**src/rtl/approx_seq_accum_if.sv**
```systemverilog
// Operand and product handshakes for the sequential approximate multiplier.
interface approx_seq_accum_if #(
  parameter int unsigned WIDTH = 16
);
  logic                 in_valid;
  logic                 in_ready;
  logic [WIDTH-1:0]     a;
  logic [WIDTH-1:0]     b;
  logic                 out_valid;
  logic                 out_ready;
  logic [2*WIDTH-1:0]   p;

  modport master (
    output in_valid, a, b, out_ready,
    input  in_ready, out_valid, p
  );

  modport slave (
    input  in_valid, a, b, out_ready,
    output in_ready, out_valid, p
  );
endinterface

```
**src/rtl/approx_seq_accum.sv**
```systemverilog
// Shift-and-add multiplier: one partial-product row per cycle, low APPROX_COLS
// columns merged with OR (carry dropped), upper columns added exactly.
module approx_seq_accum #(
  parameter int unsigned WIDTH       = 16,
  parameter int unsigned APPROX_COLS = 8
) (
  input logic                clk,
  input logic                rst,
  approx_seq_accum_if.slave  bus
);

  localparam int unsigned PW = 2 * WIDTH;
  localparam int unsigned CW = (WIDTH > 1) ? $clog2(WIDTH) : 1;

  // Column masks; written as shifts so APPROX_COLS of 0 or PW needs no zero-width slice.
  localparam logic [PW-1:0] LO_MASK  = {PW{1'b1}} >> (PW - APPROX_COLS);
  localparam logic [PW-1:0] HI_MASK  = ~LO_MASK;
  localparam logic [CW-1:0] LAST_ROW = CW'(WIDTH - 1);

  typedef enum logic [1:0] {
    IDLE = 2'd0,
    BUSY = 2'd1,
    DONE = 2'd2
  } state_e;

  state_e            state_q, state_d;
  logic [WIDTH-1:0]  ra_q, ra_d;
  logic [WIDTH-1:0]  rb_q, rb_d;
  logic [PW-1:0]     acc_q, acc_d;
  logic [CW-1:0]     cnt_q, cnt_d;
  logic [PW-1:0]     p_q, p_d;
  logic              in_ready_q, in_ready_d;
  logic              out_valid_q, out_valid_d;

  logic [PW-1:0]     pp_c;
  logic [PW-1:0]     acc_next_c;

  // Current partial-product row and its merge into the accumulator.
  always_comb begin
    pp_c = '0;
    if (rb_q[cnt_q]) begin
      pp_c = PW'(ra_q) << cnt_q;
    end
    acc_next_c = ((acc_q | pp_c) & LO_MASK)
               | (((acc_q & HI_MASK) + (pp_c & HI_MASK)) & HI_MASK);
  end

  // Next-state and datapath control.
  always_comb begin
    state_d = state_q;
    ra_d    = ra_q;
    rb_d    = rb_q;
    acc_d   = acc_q;
    cnt_d   = cnt_q;
    p_d     = p_q;

    unique case (state_q)
      IDLE: begin
        if (bus.in_valid) begin
          ra_d    = bus.a;
          rb_d    = bus.b;
          acc_d   = '0;
          cnt_d   = '0;
          state_d = BUSY;
        end
      end
      BUSY: begin
        acc_d = acc_next_c;
        cnt_d = cnt_q + CW'(1);
        if (cnt_q == LAST_ROW) begin
          p_d     = acc_next_c;
          state_d = DONE;
        end
      end
      DONE: begin
        if (bus.out_ready) begin
          state_d = IDLE;
        end
      end
      default: begin
        state_d = IDLE;
      end
    endcase

    // Handshake flags are registered from the next state, so they carry no input path.
    in_ready_d  = (state_d == IDLE);
    out_valid_d = (state_d == DONE);
  end

  always_ff @(posedge clk) begin
    if (rst) begin
      state_q     <= IDLE;
      ra_q        <= '0;
      rb_q        <= '0;
      acc_q       <= '0;
      cnt_q       <= '0;
      p_q         <= '0;
      in_ready_q  <= 1'b1;
      out_valid_q <= 1'b0;
    end else begin
      state_q     <= state_d;
      ra_q        <= ra_d;
      rb_q        <= rb_d;
      acc_q       <= acc_d;
      cnt_q       <= cnt_d;
      p_q         <= p_d;
      in_ready_q  <= in_ready_d;
      out_valid_q <= out_valid_d;
    end
  end

  assign bus.in_ready  = in_ready_q;
  assign bus.out_valid = out_valid_q;
  assign bus.p         = p_q;

endmodule

```
**src/flat_wrapper.sv**
```systemverilog
// flat-port wrapper written by rule: the top's interface ports become plain ports
module approx_seq_accum_flat 
#(
  parameter int unsigned WIDTH       = 16,
  parameter int unsigned APPROX_COLS = 8
)
  (clk, rst, bus_in_valid, bus_a, bus_b, bus_out_ready, bus_in_ready, bus_out_valid, bus_p);
  approx_seq_accum_if #(.WIDTH(WIDTH)) bus_i ();
  input logic clk;
  input logic rst;
  input wire logic [$bits(bus_i.in_valid)-1:0] bus_in_valid;
  input wire logic [$bits(bus_i.a)-1:0] bus_a;
  input wire logic [$bits(bus_i.b)-1:0] bus_b;
  input wire logic [$bits(bus_i.out_ready)-1:0] bus_out_ready;
  output wire logic [$bits(bus_i.in_ready)-1:0] bus_in_ready;
  output wire logic [$bits(bus_i.out_valid)-1:0] bus_out_valid;
  output wire logic [$bits(bus_i.p)-1:0] bus_p;
  assign bus_i.in_valid = bus_in_valid;
  assign bus_i.a = bus_a;
  assign bus_i.b = bus_b;
  assign bus_i.out_ready = bus_out_ready;
  assign bus_in_ready = bus_i.in_ready;
  assign bus_out_valid = bus_i.out_valid;
  assign bus_p = bus_i.p;
  approx_seq_accum #(.WIDTH(WIDTH), .APPROX_COLS(APPROX_COLS)) u_core (.clk(clk), .rst(rst), .bus(bus_i));
endmodule
```
**config.mk**
```make
export PLATFORM = sky130hd
export DESIGN_NAME = approx_seq_accum_flat
export DESIGN_NICKNAME = d
export VERILOG_FILES = /design/src/rtl/approx_seq_accum_if.sv /design/src/rtl/approx_seq_accum.sv /design/src/flat_wrapper.sv
export SDC_FILE = /design/constraint.sdc
export NUM_CORES = 1
export LEC_CHECK = 0
export BUFFER_PORTS_ARGS = -buffer_cell sky130_fd_sc_hd__buf_2
export CAP_MARGIN = 0
export CORE_MARGIN = 2
export CORE_UTILIZATION = 30
export CTS_CLUSTER_DIAMETER = 100
export DETAILED_ROUTE_END_ITERATION = 10
export HOLD_SLACK_MARGIN = 0.02
export SLEW_MARGIN = 20
export SYNTH_ARGS = -nofsm -noshare
export SYNTH_HDL_FRONTEND = slang
export SYNTH_SLANG_ARGS = --single-unit
```
**constraint.sdc**
```tcl
create_clock -name clk -period 9.4 [get_ports clk]
set_input_delay 1.88 -clock clk [delete_from_list [all_inputs] [get_ports clk]]
set_output_delay 1.88 -clock clk [all_outputs]
set_load 0.01 [all_outputs]
```
==> results of run 1 <==
==> power by group <==
| group | switching (mW) | leakage, nW | internal, mW |
|---|---|---|---|
| Combinational | 0.0508 | 1.71 | 0.0284 |
| Sequential | 0.00743 | 0.843 | 0.450 |
| Clock | 0.189 | 0.149 | 0.189 |
==> worst max-delay path by stage <==
| stage | start | to | slack [ns] |
|---|---|---|---|
| after floorplan | u_core.cnt_q[1]$_SDFFE_PP0P_ | u_core.acc_q[24]$_SDFFE_PP0P_ | 5.60 |
| after global placement | u_core.cnt_q[2]$_SDFFE_PP0P_ | u_core.bus.p[22]$_SDFFE_PP0P_ | 4.51 |
| after detailed placement | u_core.cnt_q[2]$_SDFFE_PP0P_ | u_core.bus.p[22]$_SDFFE_PP0P_ | 4.40 |
| after CTS | u_core.cnt_q[2]$_SDFFE_PP0P_ | u_core.bus.p[22]$_SDFFE_PP0P_ | 4.38 |
| after global routing | u_core.cnt_q[2]$_SDFFE_PP0P_ | u_core.bus.p[22]$_SDFFE_PP0P_ | 3.92 |
| final | u_core.cnt_q[2]$_SDFFE_PP0P_ | u_core.acc_q[24]$_SDFFE_PP0P_ | 4.34 |
==> flip-flops by register name, indices dropped and copies added (netlist names) <==
| register | count |
|---|---|
| u_core.rb_q | 16 |
| u_core.bus.p | 32 |
| u_core.bus.in_ready | 1 |
| u_core.bus.out_valid | 1 |
| u_core.cnt_q | 4 |
| u_core.ra_q | 16 |
| u_core.state_q | 2 |
| u_core.acc_q | 32 |
==> synth_stat cells, types with 2 or more instances <==
master	instances
inv_1	5
clkbuf_1	41
ha_1	24
dfxtp_1	104
nand3_1	9
nand4b_1	2
and2_1	8
mux2i_1	30
and3_1	4
o21ai_0	25
o311ai_1	2
nand2_1	124
nor3_1	17
buf_2	3
or2_2	3
mux2_2	5
buf_1	3
nand3b_1	5
buf_4	2
clkinv_1	2
a22oi_1	16
a22o_1	14
nand2b_1	8
nor2b_1	7
nor3b_1	2
xnor2_1	10
a31oi_1	6
nor2_1	82
a211o_1	2
o21bai_1	2
a21oi_1	75
a211oi_1	15
a21o_1	16
nand4_1	2
o31ai_1	3
o311ai_0	2
o21a_1	2
mux4_2	4
xor2_1	8
==> worst register-to-register path, delay by kind of cell (launching register included) <==
family	cells	cell delay, ns
compound gates	4	0.95
simple gates	5	1.37
fa+ha+maj	2	0.67
mux	1	0.36
xor+xnor	1	0.10
buf+inv	1	0.62
flops	1	0.89
==> area by class of cell <==
| type | count | area share, % |
|---|---|---|
| Inverter | 7 | 0.3989 |
| Timing Repair Buffer | 75 | 5.926 |
| Sequential cell | 104 | 31.60 |
| Multi-Input combinational cell | 559 | 52.61 |
| Tap cell | 260 | 4.938 |
| Clock inverter | 7 | 1.102 |
| Clock buffer | 9 | 3.419 |
==> cell usage in the layout, fill, tap and decap left out, drive strengths merged, types with 9 or more instances in the layout <==
master / netlist / routed
a22oi: 16 / 16
nand3: 9 / 9
a21o: 16 / 16
buf: 8 / 75
inv: 5 / 9
nor3: 17 / 17
ha: 24 / 24
nand2: 124 / 124
xnor2: 10 / 10
a211oi: 16 / 16
a22o: 14 / 14
a21oi: 76 / 76
o21ai: 25 / 25
dfxtp: 104 / 104
nor2: 82 / 82
mux2i: 30 / 30
clkbuf: 43 / 9
==> metrics by stage <==
step / hold WS (ns) / instance area, µm² / power [mW] / cells / utilization (%)
2_1_floorplan: 0.4268 / 5782 / 0.5216 / 721 / -
3_3_place_gp: 0.4413 / 6286 / 0.5463 / 1005 / 33.38
3_5_place_dp: 0.4463 / 6286 / 0.5466 / 1005 / 33.38
4_1_cts: 0.4575 / 6584 / 0.9275 / 1021 / 34.96
5_1_grt: 0.4699 / 6588 / 0.9542 / 1021 / 34.98
6_report: 0.4537 / 6588 / 0.9139 / 1021 / 34.98
==> logic make-up (layout without fill, tap and decap cells) <==
family | Yosys count | count (layout)
and+or+nand+nor | 282 | 282
AOI/OAI and AO/OA | 195 | 195
DFF | 104 | 104
buffers and inverters | 58 | 98
muxes | 39 | 39
adders and majority gates | 25 | 25
xor gates and xnor gates | 18 | 18
==> layer usage <==
layer	part of all wire, %	global-route usage [%]
met5	0	0
met4	1.4	4.325
met3	5.5	3.521
met2	45	23.41
met1	48	20.92
==> results.toml, run 1 <==
[status]
status = "finished, final reports clean"

[synth]
ys_ff_latch = 104
synth_top_area_share_pct = 36.01
yosys-top-cells-area = "dfxtp_1, nand2_1, a21oi_1"
synth_warnings = 0
seq_area_frac_synth_pct = 36.01
syn_area_per_cell_um2 = 8.019
yosysTopAreaCell = "dfxtp_1"
synth_fa_ha_area_share_pct = 5.540
synth.area.mux_share_pct = 7.726
syn-num-nets = 782
synthXorXnorAreaFrac_pct = 2.727
synth_area_mm2 = 0.005782
synth_compound_area_share_pct = 22.18
synth-main-ff-cell = "dfxtp_1"
synthCells = 721
yosys.area_share.simple_pct = 21.66
synth_top_family_by_area = "compound AO/OA/AOI/OAI gates"
ys_types = 66
synth-edff-count = 0
async_reset_ff_share_pct = 0

[grt]
grt_pass1_vias = 4637
globalRouteTotalUtil_pct = 15.09
grt_max_degree = 66
grt_antenna_before_repair = 0
overflow = 0
grt_pass1_wl_um = 24260

[placed_design]
place.gp.congestion = 0.8823
place_worst_setup_slack_ns = 4.402
dpl.hpwl_um = 10870
numPortBuffers = 69

[worst_setup_path]
r2r-start = "u_core.cnt_q[2]$_SDFFE_PP0P_"
crit_top_cell = "nor2_1"
critPathBufInv = 1
required_ns = 9.66
critPathMaxFanout = 25
path_delay_family = "simple AND/OR/NAND/NOR gates"
path_class = "flop to flop"
crit_slowest_cell = "dfxtp_1"
critPathMaxStageDelay_ns = 0.89
start_kind = "flop"
critPathArrivalTime_ns = 5.32
r2r_setup_slack_ns = 4.34
path_cells = "clkinv_1, mux2i_1, nor2_1, nor2_1, nor2_1, ha_1, fa_1, a21o_1, a31oi_1, nor3_1, or2_2, a221oi_2, xnor2_1, a22o_1"
end_kind = "flop"
timing.rr.end = "u_core.acc_q[24]$_SDFFE_PP0P_"
rr_worst_depth = 14
critical_path_depth = 14

[floorplan]
chipWidth_um = 142.8
core-area_mm2 = 0.01883
start_util_pct = 30.70
pin_count = 70
die-height_um = 142.8
fp-row-count = 50
die-area_mm2 = 0.02040

[clocking]
post_cts.repair.setup_buffers = 0
clk_latency_ns = 0.37
post_cts_resized = 0
htreeDepth = 3
clockBufferDepth = 2
clockRootBuffer = "clkbuf_16"
clk_pin_slew_worst_paths_ns = 0.08
ctsHoldBuffers = 0
clkSinkCount = 104
numCtsBuffers = 9
cts_tree = "done"

[pwr]
ir_worst_vdd_uv = 76.97
leakage_nw = 2.698
power_density_mw_per_mm2 = 138.7

[sta]
rsz0062_at_grt = "false"
fin_crit_ns = 5.061
skew_ns = 0.01172
max-slew-margin-rel_pct = 30.20
final_hold_viol_count = 0
drv_slew = 0
tightest_slew_ns = 1.043
tns_ns = 0
worst_slack_ns = 4.339
fin_crit_sh_pct = 53.84
setup_violations = 0
clock.fmax_mhz = 197.6

[layout]
diodes = 0
area_growth_pct = 13.94
multi_input_area_mm2 = 0.003466
drive_gt1_share_pct = 15.37
area.sequential_mm2 = 0.002082
nets = 817
fill_cells = 2023

[detailed_routing]
drt_wl_total_um = 14930
wl_per_cell_um = 14.63
route.detailed.drc = 0
vias = 5105
firstDrtPassIters = 5
drt_iter0_markers = 307
via_per_inst = 5.000
final_antenna_net_count = 0

[worst_hold_path]
whs_path_depth = 2
hold_start = "u_core.bus.p[16]$_SDFFE_PP0P_"
whs_endpoint = "u_core.bus.p[16]$_SDFFE_PP0P_"
min_path_type = "flop to flop"

[run]
cap_violations = 0
No activity file was read; power rests on OpenSTA's default activity.
==> run 2, diff against run 1 <==
==> constraint.sdc (replaced) <==
create_clock -name clk -period 5.2 [get_ports clk]
set_input_delay 1.04 -clock clk [delete_from_list [all_inputs] [get_ports clk]]
set_output_delay 1.04 -clock clk [all_outputs]
set_load 0.01 [all_outputs]
==> run 2 against run 1 <==
Effect of this change:
- wire length grew 2.5%
- utilization grew 0.43 points
- hold slack worse by 0.0014 ns
- critical path depth up 2
- non-clock buffer count up 5
- critical path type unchanged
- clock-buffer cell count increased by 1
- register-to-register slack worse by 3.4 ns
- global-route usage rose by 0.33 points
- design area rose by 1.2%
==> results.toml, run 2 (synthesis results as in run 1) <==
[clocking]
cts_tree = "done"
htreeDepth = 3
numCtsBuffers = 9
post_cts.repair.setup_buffers = 0
clk_pin_slew_worst_paths_ns = 0.08
clkSinkCount = 104
clockBufferDepth = 2
clk_latency_ns = 0.37
clockRootBuffer = "clkbuf_16"
ctsHoldBuffers = 0
post_cts_resized = 0

[detailed_routing]
wl_met1_um = 7693
drt_wl_total_um = 15310
dr_wl_met2_um = 6754
vias = 5108
final_antenna_net_count = 0
firstDrtPassIters = 4
drt_iter0_markers = 326
via_per_inst = 4.979
route.detailed.drc = 0
wl_per_cell_um = 14.92
highest_layer = "met4"
dr_wl_met3_um = 579

[sta]
tightest_slew_ns = 1.039
clock.fmax_mhz = 235.2
fin_crit_sh_pct = 81.78
fin_crit_ns = 4.253
final_hold_viol_count = 0
skew_ns = 0.01584
setup_violations = 0
timing.hold.ws_ns = 0.4524
tns_ns = 0
max-slew-margin-rel_pct = 30.58
rsz0062_at_grt = "false"
drv_slew = 0

[placed_design]
numPortBuffers = 69
dpl.hpwl_um = 11270
place.gp.congestion = 0.9154
dp_cells = 1010

[worst_setup_path]
start_kind = "flop"
end_kind = "flop"
rr_worst_depth = 16
path_class = "flop to flop"
critPathMaxFanout = 26
required_ns = 5.42
critPathArrivalTime_ns = 4.47

[floorplan]
die-area_mm2 = 0.02040
die-height_um = 142.8
pin_count = 70
fp-row-count = 50
chipWidth_um = 142.8
core-area_mm2 = 0.01883
start_util_pct = 30.70

[grt]
overflow = 0
grt_pass1_wl_um = 25070
grt_antenna_before_repair = 0
grt_max_degree = 75
globalRouteTotalUtil_pct = 15.41
grt_pass1_vias = 4826

[pwr]
power_density_mw_per_mm2 = 262.1
leakage_nw = 2.742
ir_worst_vdd_uv = 156.2

[layout]
drive_gt1_share_pct = 15.80
diodes = 0
final_common_cell = "nand2_1"
nets = 822
area.sequential_mm2 = 0.002082
fill_cells = 2013
multi_input_area_mm2 = 0.003463
final_cell_count_no_fill = 1026
final_cell_mix = "nand2_1, dfxtp_1, nor2_1"
area_growth_pct = 15.34

[worst_hold_path]
whs_path_depth = 2
min_path_type = "flop to flop"

[status]
status = "finished, final reports clean"

[run]
cap_violations = 0
==> run 2: per-layer routing <==
| layer | global-route usage [%] | vias to the layer above |
|---|---|---|
| met2 | 24.19 | 94 |
| li1 | - | 2628 |
| met3 | 3.555 | 21 |
| met1 | 21.17 | 2365 |
| met5 | 0 | - |
| met4 | 4.429 | 0 |
==> run 2: path summary, 6_finish.rpt <==
check                                startpoint                             to  slack [ns]
hold reg to reg   u_core.bus.p[20]$_SDFFE_PP0P_  u_core.bus.p[20]$_SDFFE_PP0P_        0.45
setup / recovery   u_core.cnt_q[0]$_SDFFE_PP0P_  u_core.bus.p[22]$_SDFFE_PP0P_        0.95
hold / removal    u_core.bus.p[20]$_SDFFE_PP0P_  u_core.bus.p[20]$_SDFFE_PP0P_        0.45
setup reg to reg   u_core.cnt_q[0]$_SDFFE_PP0P_  u_core.bus.p[22]$_SDFFE_PP0P_        0.95
==> run 2: layout make-up <==
cell class / instances / area share [%]
Clock buffer: 10 / 3.583
Sequential cell: 104 / 31.22
Tap cell: 260 / 4.878
Timing Repair Buffer: 80 / 6.417
Multi-Input combinational cell: 559 / 51.93
Inverter: 7 / 0.3940
Clock inverter: 6 / 1.576
==> run 2: worst max-delay path, cell delays in order, from the launching register on <==
cell and delay, ns:
dfxtp_1 0.52, buf_4 0.36, mux2_2 0.37, o22ai_1 0.13, nor3_1 0.12, nor2_1 0.12
buf_4 0.20, nor2_1 0.07, ha_1 0.22, fa_1 0.42, a21o_1 0.19, a31oi_1 0.28
nor3_1 0.15, or2_2 0.36, a21oi_1 0.28, mux2i_1 0.23, a21oi_1 0.08
==> run 2: per-stage QoR <==
| stage | cell area (µm²) | util [%] | power [mW] | worst slack, ns |
|---|---|---|---|---|
| detailed placement | 6324 | 33.58 | 0.9904 | 0.9897 |
| global route | 6669 | 35.42 | 1.818 | 0.6156 |
| floorplan | 5782 | - | 0.9428 | 1.398 |
| CTS | 6668 | 35.41 | 1.769 | 0.9375 |
| finish | 6669 | 35.42 | 1.748 | 0.9475 |
| global placement | 6324 | 33.58 | 0.9891 | 1.051 |
==> run 2: report_power, final <==
group	total [mW]	internal, mW	switching [mW]	leakage, nW
sequential	0.828	0.813	0.0156	0.843
clock	0.777	0.446	0.331	0.168
combinational	0.143	0.0524	0.0908	1.73
total	1.75	1.31	0.437	2.74
